### src/rtl/drum_tone_sequencer_pkg.sv
// Package: drum_tone_pkg
// Shared types, voice tables and the saturating Top-update helper for the
// drum tone sequencer.
//   tone_state_t : sequencer state (IDLE, SWEEP, HOLD)
//   VOICE_START  : initial Top value per pad
//   VOICE_DELTA  : signed Top change applied at each sweep step per pad
//   MIN_TOP      : lowest Top value a sweep may reach
//   sat_add      : Top + delta, clamped to [MIN_TOP, 16'hFFFF]
package drum_tone_pkg;

    typedef enum logic [1:0] {
        IDLE  = 2'd0,
        SWEEP = 2'd1,
        HOLD  = 2'd2
    } tone_state_t;

    localparam logic [15:0]        VOICE_START [4] = '{16'h2000, 16'h0800, 16'h0200, 16'h0100};
    localparam logic signed [15:0] VOICE_DELTA [4] = '{16'sh0100, 16'sh0020, 16'sh0004, -16'sd2};
    localparam logic [15:0]        MIN_TOP = 16'h0010;

    // The sum is formed with two spare bits so that neither an unsigned
    // overflow past 16'hFFFF nor a negative result can alias into range.
    function automatic logic [15:0] sat_add(input logic [15:0] base,
                                            input logic signed [15:0] delta);
        logic signed [17:0] sum;
        sum = $signed({2'b00, base}) + $signed({{2{delta[15]}}, delta});
        if (sum > 18'sd65535)
            return 16'hFFFF;
        else if (sum < $signed({2'b00, MIN_TOP}))
            return MIN_TOP;
        else
            return sum[15:0];
    endfunction

endpackage

### src/rtl/drum_tone_sequencer_step_timer.sv
// Module: tone_step_timer
// Free-running step timer counting 0..STEP_CYCLES-1 and wrapping.
//   clk   : system clock
//   rst_n : asynchronous active-low reset
//   clr   : synchronous clear; zeroes the count and masks tick this cycle
//   tick  : high for the one cycle in which the count wraps
module tone_step_timer #(
    parameter int STEP_CYCLES = 50000
) (
    input  logic clk,
    input  logic rst_n,
    input  logic clr,
    output logic tick
);

    localparam int              CW   = $clog2(STEP_CYCLES);
    localparam logic [CW-1:0]   LAST = CW'(STEP_CYCLES - 1);

    logic [CW-1:0] count;

    always_ff @(posedge clk or negedge rst_n) begin
        if (!rst_n)
            count <= '0;
        else if (clr || count == LAST)
            count <= '0;
        else
            count <= count + 1'b1;
    end

    assign tick = (count == LAST) && !clr;

endmodule

### src/rtl/drum_tone_sequencer.sv
// Module: drum_tone_sequencer
// Turns a pad hit strobe into a timed pitch sweep of PWM Top values:
// sweep NUM_STEPS deltas, hold HOLD_STEPS steps, then fall silent.
//   clk     : system clock
//   rst_n   : asynchronous active-low reset
//   hit     : one-cycle pad strobe
//   pad_id  : voice select, used only in the hit cycle
//   top     : Top value for the PWM generator, 0 when silent
//   tone_en : high during SWEEP and HOLD
//   busy    : same as tone_en
//   done    : one-cycle pulse when a tone ends naturally
//
// state | meaning
// IDLE  | silent, waiting for a hit
// SWEEP | top moves by the voice delta at every step boundary
// HOLD  | top frozen at its final value until the hold time expires
module drum_tone_sequencer
    import drum_tone_pkg::*;
#(
    parameter int STEP_CYCLES = 50000,
    parameter int NUM_STEPS   = 16,
    parameter int HOLD_STEPS  = 8
) (
    input  logic        clk,
    input  logic        rst_n,
    input  logic        hit,
    input  logic [1:0]  pad_id,
    output logic [15:0] top,
    output logic        tone_en,
    output logic        busy,
    output logic        done
);

    localparam int MAX_STEPS = (NUM_STEPS > HOLD_STEPS) ? NUM_STEPS : HOLD_STEPS;
    localparam int CNT_W     = $clog2(MAX_STEPS + 1);
    localparam logic [CNT_W-1:0] SWEEP_LAST = CNT_W'(NUM_STEPS - 1);
    localparam logic [CNT_W-1:0] HOLD_LAST  = CNT_W'(HOLD_STEPS - 1);

    tone_state_t      state, state_n;
    logic [1:0]       voice, voice_n;
    logic [CNT_W-1:0] step_cnt, step_cnt_n;
    logic [15:0]      top_q, top_n;
    logic             en_q, en_n;
    logic             done_q, done_n;
    logic             tick;
    logic             timer_clr;

    // Timer restarts on every hit so the first boundary lands a full step
    // after the reload; it is held clear while idle.
    assign timer_clr = hit || (state == IDLE);

    tone_step_timer #(.STEP_CYCLES(STEP_CYCLES)) u_step_timer (
        .clk   (clk),
        .rst_n (rst_n),
        .clr   (timer_clr),
        .tick  (tick)
    );

    always_ff @(posedge clk or negedge rst_n) begin
        if (!rst_n) begin
            state    <= IDLE;
            voice    <= 2'd0;
            step_cnt <= '0;
            top_q    <= 16'h0000;
            en_q     <= 1'b0;
            done_q   <= 1'b0;
        end else begin
            state    <= state_n;
            voice    <= voice_n;
            step_cnt <= step_cnt_n;
            top_q    <= top_n;
            en_q     <= en_n;
            done_q   <= done_n;
        end
    end

    always_comb begin
        state_n    = state;
        voice_n    = voice;
        step_cnt_n = step_cnt;
        top_n      = top_q;
        done_n     = 1'b0;

        // A hit wins over any step boundary in the same cycle.
        if (hit) begin
            state_n    = SWEEP;
            voice_n    = pad_id;
            step_cnt_n = '0;
            top_n      = VOICE_START[pad_id];
        end else begin
            case (state)
                SWEEP: begin
                    if (tick) begin
                        top_n = sat_add(top_q, VOICE_DELTA[voice]);
                        if (step_cnt == SWEEP_LAST) begin
                            state_n    = HOLD;
                            step_cnt_n = '0;
                        end else begin
                            step_cnt_n = step_cnt + 1'b1;
                        end
                    end
                end
                HOLD: begin
                    if (tick) begin
                        if (step_cnt == HOLD_LAST) begin
                            state_n    = IDLE;
                            step_cnt_n = '0;
                            top_n      = 16'h0000;
                            done_n     = 1'b1;
                        end else begin
                            step_cnt_n = step_cnt + 1'b1;
                        end
                    end
                end
                default: begin
                    state_n    = IDLE;
                    step_cnt_n = '0;
                    top_n      = 16'h0000;
                end
            endcase
        end

        en_n = (state_n != IDLE);
    end

    assign top     = top_q;
    assign tone_en = en_q;
    assign busy    = en_q;
    assign done    = done_q;

endmodule
### config.mk
export PLATFORM = sky130hd
export DESIGN_NAME = drum_tone_sequencer
export DESIGN_NICKNAME = d
export VERILOG_FILES = /design/src/rtl/drum_tone_sequencer_pkg.sv /design/src/rtl/drum_tone_sequencer_step_timer.sv /design/src/rtl/drum_tone_sequencer.sv
export SDC_FILE = /design/constraint.sdc
export NUM_CORES = 1
export LEC_CHECK = 0
export BUFFER_PORTS_ARGS = -buffer_cell sky130_fd_sc_hd__buf_2
export CAP_MARGIN = 10
export CELL_PAD_IN_SITES_DETAIL_PLACEMENT = 1
export CELL_PAD_IN_SITES_GLOBAL_PLACEMENT = 1
export CORE_MARGIN = 2
export CORE_UTILIZATION = 37
export CTS_BUF_LIST = sky130_fd_sc_hd__clkbuf_2
export CTS_CLUSTER_DIAMETER = 200
export DETAILED_ROUTE_END_ITERATION = 6
export PLACE_DENSITY_LB_ADDON = 0.1
export SLEW_MARGIN = 30
export SYNTH_ARGS = -nofsm -noshare
export SYNTH_HDL_FRONTEND = slang
export SYNTH_SLANG_ARGS = --single-unit
export TNS_END_PERCENT = 30
### constraint.sdc
create_clock -name clk -period 4 [get_ports clk]
set_input_delay 0.2 -clock clk [delete_from_list [all_inputs] [get_ports clk]]
set_output_delay 0.2 -clock clk [all_outputs]
set_load 0.005 [all_outputs]
* Yosys cells after proc, flatten, opt, wreduce, memory -nomap -nowiden
Index checks and enable logic that the tools add are counted.
** Word-level totals
- Register bits :: 43
- Input bits :: 5
- Output and inout bits :: 19
- Logic and storage cells :: 62
** Operators by class
- Add/subtract/negate cells :: 3
- Magnitude comparators :: 4
- Muxes and demuxes :: 30
- Bitwise logic cells :: 2
- Reductions and logical operators :: 8
- Equal/unequal tests :: 8
** Operators with widths (number)
- $mux 16 :: 11
- $bmux 16 s2 :: 2
- $pmux 16 s2 :: 1
- $mux 5 :: 5
- $add 17x16->18 :: 1
- $gt 18x17->1 const B :: 1
- $lt 18x6->1 const B :: 1
- $add 16x1->16 const B :: 1
- $eq 16x16->1 const B :: 1
- $mux 2 :: 5
- $pmux 5 s2 :: 1
- $ne 3x3->1 const B :: 3
- $ge 3x3->1 const B :: 2
- $not 2->3 :: 2
- $add 5x1->5 const B :: 1
- $eq 5x3->1 const B :: 1
- $eq 5x4->1 const B :: 1
- $mux 1 :: 4
- $pmux 2 s2 :: 1
- $reduce_and 3->1 :: 1
- $eq 2x1->1 const B :: 1
- $eq 2x2->1 const B :: 1
- $logic_not 2->1 :: 1
- $logic_or 1x1->1 :: 2
- other kinds (4) :: 4

* Depth between registers and ports, before layout
- Depth in word-level cells :: 11
- Gate-level depth with buffers :: 13
- Mapped depth without buffers :: 13

* Modules after synthesis
A second synthesis with hierarchy kept.
** Second synthesis, totals
- Cells, all modules :: 432
- Area, all modules :: 3641.0 sq um
** By module, submodules not included
- drum_tone_sequencer :: times used 1, area each 2798.9 sq um, cells an instance 350, seq. area each 675.6 sq um
- tone_step_timer :: times used 1, area each 842.1 sq um, cells an instance 82, seq. area each 400.4 sq um

* Worst setup path after synthesis
OpenSTA, ideal clock, no wires.
- Path kind :: reg-to-reg
- Start :: reg voice[0]
- End :: reg top_q[5], in the netlist top[5]
- Path buffers :: 0
- Data required time :: 3874 ps
- Library setup time :: 126 ps
- Period minus slack after synthesis :: 3441 ps
- Arrival :: 3315 ps
- Slack :: 559 ps
- Cell stages (with the launch flop) :: 14
- Cell sequence :: dfrtp_1 > ha_1 > ha_1 > inv_1 > fa_1 > nor4b_2 > a211oi_4 > o211ai_4 > a311o_1 > nor3_1 > a2111oi_0 > and4_4 > nor2_2 > a221o_1
** Between the ends
- Longest elaborated chain between the ends :: 11
- Elaborated cells on any way between the ends :: 12
- Those cells by class :: add/sub (1); order compare (2); mux (8); bitwise (1)
** Ends and longest elaborated chain
- start: declaration :: line drum_tone_sequencer.sv:40 : logic [1:0] voice, voice_n;
- start signal: assignment :: line drum_tone_sequencer.sv:69 : voice <= voice_n;
- $not 2->3 (not written as such) * :: line drum_tone_sequencer.sv:94 : top_n = sat_add(top_q, VOICE_DELTA[voice]);
- $bmux 16 s2 * :: line drum_tone_sequencer.sv:94
- $mux 16 (not written as such) * (2 in series) :: line drum_tone_sequencer.sv:94
- $add 17x16->18 * :: line drum_tone_sequencer_pkg.sv:26 : sum = $signed({2'b00, base}) + $signed({{2{delta[15]}}, delta});
- $lt 18x6->1 :: line drum_tone_sequencer_pkg.sv:29 : else if (sum < $signed({2'b00, MIN_TOP}))
- $mux 16 :: line drum_tone_sequencer_pkg.sv:29
- $mux 16 * :: line drum_tone_sequencer_pkg.sv:27 : if (sum > 18'sd65535)
- $mux 16 * :: line drum_tone_sequencer.sv:93 : if (tick) begin
- $pmux 16 s2 * :: line drum_tone_sequencer.sv:91 : case (state)
- $mux 16 * :: line drum_tone_sequencer.sv:85 : if (hit) begin
- end signal: assignment :: line drum_tone_sequencer.sv:71 : top_q <= top_n;
- end: declaration :: line drum_tone_sequencer.sv:42 : logic [15:0] top_q, top_n;
Every way passes the cells marked *; elsewhere a longest branch is shown, timed or not. The select of a mux whose other input is x is not followed.
A chain may end at the register's enable or synchronous reset.

* Worst setup path in the final report
Same ends and word-level chain as after synthesis.

==> impl_metrics.py <==
metrics = {
    "floorplanning": {
        "die_w_um": 101,
        "die_y_um": 101,
        "initial_core_util_pct": 37.9,
        "io_pins": 24,
        "die_area_um2": 10200,
        "core_area_um2": 9150,
        "rows": 35,
    },
    "place": {
        "hpwl_um": 7100,
        "dp_slack_ns": 0.293,
        "placed_area_um2": 3650,
        "placedCellCount": 524,
        "port_buffers": 23,
        "place.gp.congestion": 0.787,
    },
    "final_layout": {
        "drive_gt1_share_pct": 13.1,
        "fin_area_um2": 3700,
        "instances_no_fill": 532,
        "n_fill_cell": 1109,
        "area.growth.synth_to_final_pct": 6.71,
        "antenna_cells": 0,
        "nets": 440,
    },
    "detailed_routing": {
        "detail-route-antenna-nets": 0,
        "avgRoutedWirePerCell_um": 17.9,
        "drt_iter0_markers": 85,
        "wl_um": 9500,
        "drcViolationCount": 0,
        "via_count": 3083,
        "firstDrtPassIters": 4,
        "routed_via_density": 5.80,
    },
    "yosys": {
        "synth_ff_type": "dfrtp_1",
        "syn_area_per_cell_um2": 8.42,
        "yosysMostFrequentCell": "nor2_1",
        "ys_ff_latch": 43,
        "synth_top_cell_by_area": "dfrtp_1",
        "syn_inst": 412,
        "synthDistinctLibCells": 69,
        "synth.area.top_cells": "dfrtp_1 31%, nor2_1 5.1%, xnor2_1 4.8%, ha_1 4.7%, xor2_1 4.3%",
        "yosys-top-cells-count": "47 x nor2_1, 43 x dfrtp_1, 34 x nand2_1, 19 x xnor2_1, 18 x clkbuf_1",
        "syn-num-nets": 431,
        "synth_top_area_share_pct": 31.0,
        "yosys_warnings": 0,
        "synth-edff-count": 0,
        "synth_area_um2": 3470,
        "ys_seq_area_share_pct": 31.0,
        "synthArstFlopShare_pct": 100,
    },
    "clock_tree": {
        "clock_latency_ns": 0.39,
        "cts-root-buf": "clkbuf_2",
        "cts_tree": "yes",
        "clk_pin_slew_ns": 0.20,
        "clk_path_buf_depth": 2,
        "cts_sinks": 43,
        "numCtsBuffers": 5,
        "htree_levels": 2,
        "post_cts_buffers": 0,
    },
    "timing": {
        "worst_pin_slew_ns": 0.672,
        "slew_headroom_pct": 55.0,
        "post-route-min-period_ns": 3.68,
        "setup_viol": 0,
        "slew_violations": 0,
        "setup_tns_ns": 0,
        "max_freq_ghz": 0.272,
        "hold_viol": 0,
        "worst_slack_ns": 0.324,
        "post-route-period-util_pct": 91.9,
        "clock-skew-final_ns": 0.0147,
        "rsz0062_at_grt": "no",
    },
    "grt": {
        "grt.total_usage_pct": 20.1,
        "gr-max-usage-layer": "met2",
        "globalRouteMet2Util_pct": 33.4,
        "grt_max_degree": 44,
        "grt_pass1_wl_um": 16300,
        "use_met1_pct": 27.6,
        "grt_antenna_before_repair": 0,
        "grt_pass1_vias": 3184,
        "overflow": 0,
        "met3_usage_pct": 2.15,
    },
    "job": {
        "maxCapViolCount": 0,
    },
    "setup_path": {
        "endpoint": "top[5]$_DFFE_PN0P_",
        "critPathArrivalTime_ns": 3.99,
        "cp.required_ns": 4.31,
        "endpoint_kind": "flip-flop",
        "reg2reg_from": "voice[0]$_DFFE_PN0P_",
        "reg2regPathDepth": 13,
        "crit_path_max_fanout": 5,
        "cp-start-kind": "flip-flop",
        "timing.rr.end": "top[5]$_DFFE_PN0P_",
        "rrSetupSlack_ns": 0.32,
        "critPathKind": "flip-flop to flip-flop",
        "crit_path_start": "voice[0]$_DFFE_PN0P_",
    },
    "power": {
        "ir_drop_v": 0.000156,
        "powerDensity_nw_per_um2": 317,
        "power.leakage_uw": 0.00169,
    },
    "hold_path": {
        "hp-class": "primary input to flip-flop",
    },
    "run_status": {
        "outcome": "finished, final reports clean",
    },
}
power breakdown:
part / internal (µW) / leakage [µW] / switching (µW)
registers: 464 / 0.000580 / 75.4
clock network: 37.0 / 0.0000262 / 132
logic: 197 / 0.00108 / 269
per-stage QoR:
step | util, % | hold slack (ns) | total power (µW)
CTS | 40.4 | 0.0731 | 1190
global route | 40.4 | 0.0800 | 1270
floorplan | - | -0.0956 | 863
finish | 40.4 | 0.102 | 1170
global placement | 39.8 | 0.412 | 1010
detailed placement | 39.9 | 0.227 | 1010
how the worst min path moves through the flow:
| stage | startpoint | slack (ns) | end | cells past startpoint |
|---|---|---|---|---|
| 4_1_cts | pad_id[0] | 0.07 | top[9]$_DFFE_PN0P_ | 2 |
| 6_report | pad_id[0] | 0.10 | top[9]$_DFFE_PN0P_ | 2 |
| 2_1_floorplan | rst_n | -0.1 | busy$_DFF_PN0_ | 0 |
| 5_1_grt | pad_id[0] | 0.08 | top[9]$_DFFE_PN0P_ | 2 |
| 3_3_place_gp | rst_n | 0.41 | step_cnt[2]$_DFFE_PN0P_ | 1 |
| 3_5_place_dp | rst_n | 0.23 | step_cnt[1]$_DFFE_PN0P_ | 1 |
critical path: stages, from the launching register on:
cell	delay, ns
dfrtp_1	0.45
ha_1	0.19
ha_1	0.18
inv_1	0.06
fa_1	0.44
nor4b_2	0.40
a211oi_4	0.11
o211ai_4	0.28
a311o_1	0.29
nor3_1	0.08
a2111oi_0	0.40
and4_4	0.33
nor2_2	0.06
a221o_1	0.31
flip-flops by register name, summed over array words and instances, names as in the netlist:
name / count
state: 2
voice: 2
top: 16
done: 1
u_step_timer.count: 16
busy: 1
step_cnt: 5
routing by layer:
metal,wire length (µm),up-vias
met5,0,-
met4,177,0
met3,242,13
met2,4560,39
met1,4520,1529
li1,-,1502
cell usage in the layout (no fill, tap or decap), drive strengths merged, types with 4 or more instances in the layout:
| cell type | n |
|---|---|
| a21o | 8 |
| a21oi | 9 |
| a221o | 4 |
| a22o | 4 |
| a22oi | 4 |
| a31o | 5 |
| a31oi | 6 |
| a32oi | 4 |
| and3 | 10 |
| buf | 29 |
| clkbuf | 5 |
| dfrtp | 43 |
| ha | 13 |
| inv | 13 |
| mux2i | 4 |
| nand2 | 34 |
| nand2b | 9 |
| nand3 | 13 |
| nor2 | 49 |
| nor2b | 11 |
| nor3 | 14 |
| o211ai | 5 |
| o21ai | 25 |
| or2 | 6 |
| xnor2 | 19 |
| xor2 | 17 |
cell type report:
cell class / count / area (µm²) / area share, %
Clock buffer: 5 / 25.0 / 0.676
Sequential cell: 43 / 1080 / 29.1
Timing Repair Buffer: 30 / 173 / 4.67
Clock inverter: 2 / 8.76 / 0.237
Multi-Input combinational cell: 328 / 2230 / 60.3
Tap cell: 111 / 139 / 3.75
Inverter: 13 / 48.8 / 1.32
repair_timing:
item / 4_1_cts / 5_1_grt
endpoints found under the setup margin: 0 / 6
hold endpoints to repair: 43 / 0
resized for setup: 0 / 1
hold buffers: 1 / 0
logic make-up (layout without fill, tap and decap cells):
family | after synthesis | count (layout) | synth area share [%]
simple gates | 172 | 172 | 26.2
compound gates | 100 | 100 | 21.4
flops | 43 | 43 | 31.0
buf+inv | 41 | 50 | 4.87
xor+xnor | 37 | 37 | 9.74
fa+ha+maj | 14 | 14 | 5.27
mux | 5 | 5 | 1.48
Note: power is estimated with default switching activity, not from simulation.
